==> config.mk <==
export PLATFORM = sky130hd
export DESIGN_NAME = product_accumulator
export DESIGN_NICKNAME = d
export VERILOG_FILES = /design/src/rtl/product_accumulator_pkg.sv /design/src/rtl/product_accumulator.sv
export SDC_FILE = /design/constraint.sdc
export NUM_CORES = 1
export LEC_CHECK = 0
export ABC_AREA = 1
export CELL_PAD_IN_SITES_DETAIL_PLACEMENT = 1
export CELL_PAD_IN_SITES_GLOBAL_PLACEMENT = 1
export CORE_ASPECT_RATIO = 0.7
export CORE_MARGIN = 2
export CORE_UTILIZATION = 41
export DETAILED_ROUTE_END_ITERATION = 8
export DONT_BUFFER_PORTS = 1
export HOLD_SLACK_MARGIN = 0.15
export PLACE_DENSITY_LB_ADDON = 0.1
export SLEW_MARGIN = 20
export SYNTH_ARGS = -nofsm -noshare
export SYNTH_HDL_FRONTEND = slang
export SYNTH_SLANG_ARGS = --single-unit
==> constraint.sdc <==
create_clock -name clk -period 3.53 [get_ports clk]
set_clock_uncertainty 0.05 [all_clocks]
set_input_delay 0.353 -clock clk [delete_from_list [all_inputs] [get_ports clk]]
set_output_delay 0.353 -clock clk [all_outputs]
set_load 0.1 [all_outputs]
==> src/rtl/product_accumulator_pkg.sv <==
// Shared definitions for the accumulate half of the MAC datapath.
// The state encoding and default sizing are reused by the MAC top.
package product_accumulator_pkg;

  typedef enum logic [1:0] {
    StIdle  = 2'd0,
    StAccum = 2'd1,
    StDone  = 2'd2
  } state_t;

  localparam int unsigned DefaultCount = 4;
  localparam int unsigned DefaultAccW  = 12;

endpackage

==> src/rtl/product_accumulator.sv <==
// Sums blocks of COUNT 8-bit products and offers each block sum on a valid/ready port.
// The overflow flag is sticky within a block; the accumulator wraps modulo 2^ACC_W.
module product_accumulator
  import product_accumulator_pkg::*;
#(
  parameter int unsigned COUNT = DefaultCount,
  parameter int unsigned ACC_W = DefaultAccW
) (
  input  logic             clk,
  input  logic             rst,
  input  logic             clear,
  input  logic             in_valid,
  output logic             in_ready,
  input  logic [7:0]       product,
  output logic             out_valid,
  input  logic             out_ready,
  output logic [ACC_W-1:0] out_data,
  output logic             overflow,
  output logic [7:0]       beat_count
);

  state_t           state_q, state_d;
  logic [ACC_W-1:0] acc_q, acc_d;
  logic [ACC_W-1:0] data_q, data_d;
  logic             ovf_q, ovf_d;
  logic [7:0]       cnt_q, cnt_d;
  logic [ACC_W:0]   sum;
  logic             last_beat;

  assign in_ready   = (state_q != StDone);
  assign out_valid  = (state_q == StDone);
  assign out_data   = data_q;
  assign overflow   = ovf_q;
  assign beat_count = cnt_q;

  // acc is zero in idle, so the first beat loads the product through the same adder.
  assign sum       = {1'b0, acc_q} + {{(ACC_W - 7){1'b0}}, product};
  assign last_beat = (cnt_q == 8'(COUNT - 1));

  always_comb begin
    state_d = state_q;
    acc_d   = acc_q;
    data_d  = data_q;
    ovf_d   = ovf_q;
    cnt_d   = cnt_q;
    if (clear) begin
      state_d = StIdle;
      acc_d   = '0;
      ovf_d   = 1'b0;
      cnt_d   = '0;
    end else begin
      case (state_q)
        StIdle, StAccum: begin
          if (in_valid) begin
            acc_d = sum[ACC_W-1:0];
            ovf_d = ovf_q | sum[ACC_W];
            cnt_d = cnt_q + 8'd1;
            if (last_beat) begin
              state_d = StDone;
              data_d  = sum[ACC_W-1:0];
            end else begin
              state_d = StAccum;
            end
          end
        end
        StDone: begin
          if (out_ready) begin
            state_d = StIdle;
            acc_d   = '0;
            ovf_d   = 1'b0;
            cnt_d   = '0;
          end
        end
        default: state_d = StIdle;
      endcase
    end
  end

  always_ff @(posedge clk or posedge rst) begin
    if (rst) begin
      state_q <= StIdle;
      acc_q   <= '0;
      data_q  <= '0;
      ovf_q   <= 1'b0;
      cnt_q   <= '0;
    end else begin
      state_q <= state_d;
      acc_q   <= acc_d;
      data_q  <= data_d;
      ovf_q   <= ovf_d;
      cnt_q   <= cnt_d;
    end
  end

endmodule
==> flow_metrics.tcl <==
set metrics [dict create \
    viasPerCell 5.154 \
    routed_wl_um 5789 \
    relSlewSlack_pct 29.99 \
    reg2reg_to "beat_count[3]$_DFFE_PP0P_" \
    end_kind "flop" \
    tns_ns 0 \
    synth_ff_type "dfrtp_1" \
    hold_class "in -> reg" \
    drt_first_pass_iters 4 \
    cpMaxStageDelayCell "nand2_2" \
    cts-resized-gates 0 \
    nNetsFinal 316 \
    powerDensity_mw_per_mm2 580.3 \
    io_buffers 0 \
    clockRootBuffer "clkbuf_8" \
    cts_max_path_buffers 2 \
    fin_util_pct 47.21 \
    initial_core_util_pct 43.37 \
    die_area_mm2 0.005770 \
    drc 0 \
    grt_usage_pct 22.07 \
    final_common_cell "nand2_1" \
    coreArea_mm2 0.004887 \
    drv_slew 0 \
    gp_congestion 0.7750 \
    h-tree-depth 2 \
    nFillCells 643 \
    numCtsBuffers 5 \
    syn-num-nets 305 \
    antenna_cells 0 \
    worst_setup_path_start_kind "flop" \
    maxCapViolations 0 \
    cp-endpoint "beat_count[3]$_DFFE_PP0P_" \
    grt_overflow 0 \
    critPathBufInv 2 \
    synthCells 282 \
    fp.dieW_um 89.94 \
    layout_common_cells "nand2_1 (101), dfrtp_1 (35), inv_1 (34)" \
    worstSetupPathDepth 8 \
    fmax_mhz 378.5 \
    multi_input_area_mm2 0.001055 \
    synth_area_mm2 0.002120 \
    ys_async_sr_fraction_pct 100.0 \
    cts_hold_buf 1 \
    yosys-top-cells-area "dfrtp_1 (41%), nand2_1 (18%), nand3_1 (6.4%)" \
    yosysWarnings 0 \
    regToRegSetupSlack_ns 0.89 \
    cts.sinks 35 \
    cp_top_family "simple AND/OR/NAND/NOR gates" \
    yosysTopAreaCell "dfrtp_1" \
    p_leak_nw 1.254 \
    grt_pass1_vias 2029 \
    ios 36 \
    dieHeight_um 64.16 \
    wl_per_cell_um 15.95 \
    crit_chain "nand2_2 -> inv_2 -> nand2_2 -> nand3_2 -> inv_1 -> nand3_1 -> nand2_1 -> a21oi_1" \
    synth.avg_cell_area_um2 7.516 \
    synthToLayoutAreaGrowth_pct 8.855 \
    hold_viol_final 0 \
    path_class "reg -> reg" \
    cp-startpoint "state_q[1]$_DFFE_PP0P_" \
    drive_gt1_share_pct 9.184 \
    netlist.area_leader.share_pct 41.32 \
    rsz0062_at_grt "no" \
    first_iter_violations 72 \
    cts_tree "yes" \
    cp_slowest_stage_delay_ns 0.48 \
    ys_seq_area_share_pct 41.32 \
    rows 21 \
    regArea_um2 875.8 \
    grt_pass1_wl_um 9949 \
    tightest_slew_ns 1.050 \
    status "finished, final reports clean" \
    grt_max_degree 36 \
    finalSetupViolCount 0 \
    synth_edf_count 0 \
    post_cts_buffers 0 \
    worstPathMaxFanout 20 \
    irDropWorstVdd_uv 254.1 \
    finalCritPeriodShare_pct 74.85 \
    vias 1871 \
    dp_hpwl_um 4350 \
    finalCriticalPeriod_ns 2.642 \
    cp.required_ns 3.66 \
    antenna_found_initial 0 \
    clock_latency_ns 0.29 \
    yosysUniqueCellTypes 31 \
    drtAntennaViolNets 0 \
    arrival_ns 2.77 \
    ys_ff_latch 35 \
    r2r_start "state_q[1]$_DFFE_PP0P_" \
    cts.clk_slew.worst_paths_ns 0.07 \
    worst_path_most_repeated_cell "nand2_2" \
    ff2ff_path_depth 8 \
]
==> metal layers <==
layer / global-route usage [%] / up-vias / share of wire [%]
met5: 0 / - / 0
met4: 5.769 / 0 / 1.2
met3: 4.127 / 6 / 3.6
met2: 34.09 / 33 / 42
met1: 32.04 / 909 / 53
li1: - / 923 / -
==> logic make-up after synthesis <==
group	Yosys count	synth area share [%]
XOR/XNOR	6	2.480
AND/OR/NAND/NOR	165	34.00
AO/OA/AOI/OAI	24	7.025
buffers and inverters	42	8.913
flip-flops	35	41.32
adder cells (fa/ha/maj)	10	6.258
==> synth_stat cells (2+ instances only) <==
cell type    n
nor2_1      19
inv_2        3
xor2_1       3
xnor2_1      3
inv_1       34
a22o_1       4
nand2_2      3
nand3_1     27
o21ai_0      9
nand3_2      2
buf_6        4
nand2_1    101
dfrtp_1     35
nand4_1      7
ha_1         9
a21oi_1      4
==> sequential cells by signal, indices dropped and copies added (netlist names) <==
register,cells
acc_q,12
out_data,12
beat_count,8
state_q,2
overflow,1
==> how the worst min path moves through the flow <==
stage | endpoint | from | slack, ns | depth (start not counted)
finish | beat_count[3]$_DFFE_PP0P_ | clear | 0.20 | 3
global route | beat_count[3]$_DFFE_PP0P_ | clear | 0.22 | 3
CTS | beat_count[3]$_DFFE_PP0P_ | clear | 0.20 | 3
detailed placement | beat_count[1]$_DFFE_PP0P_ | rst | 0.34 | 2
global placement | beat_count[1]$_DFFE_PP0P_ | rst | 0.33 | 2
floorplan | acc_q[5]$_DFFE_PP0P_ | acc_q[5]$_DFFE_PP0P_ | 0.40 | 2
==> layout make-up <==
class | count | share of cell area, %
clock buffer | 7 | 3.308
clock inverter | 1 | 0.2169
inverter | 37 | 6.020
multi-input combinational | 205 | 45.72
sequential | 35 | 37.96
tap | 69 | 3.742
timing repair buffer | 9 | 3.037
==> power breakdown <==
group	switching [mW]	internal, mW	total [mW]
clock network	0.147	0.139	0.285
registers	0.350	0.453	0.802
logic	0.170	0.0817	0.251
total	0.666	0.673	1.34
==> worst min-delay path, delay by kind of cell <==
kind               cells  cell delay (ns)
and+or+nand+nor        1             0.07
AOI/OAI and AO/OA      2             0.08
==> metrics by stage <==
stage               power, mW  cells  hold slack, ns  setup slack [ns]  cell area (µm²)
floorplan               1.001    282          0.4029             1.308             2120
global placement        1.053    354          0.3296            0.9780             2216
detailed placement      1.063    354          0.3375            0.8796             2216
CTS                     1.354    363          0.1956            0.8665             2307
global route            1.411    363          0.2195            0.6751             2307
finish                  1.339    363          0.2007            0.8878             2307
(Power assumes the default switching activity.)
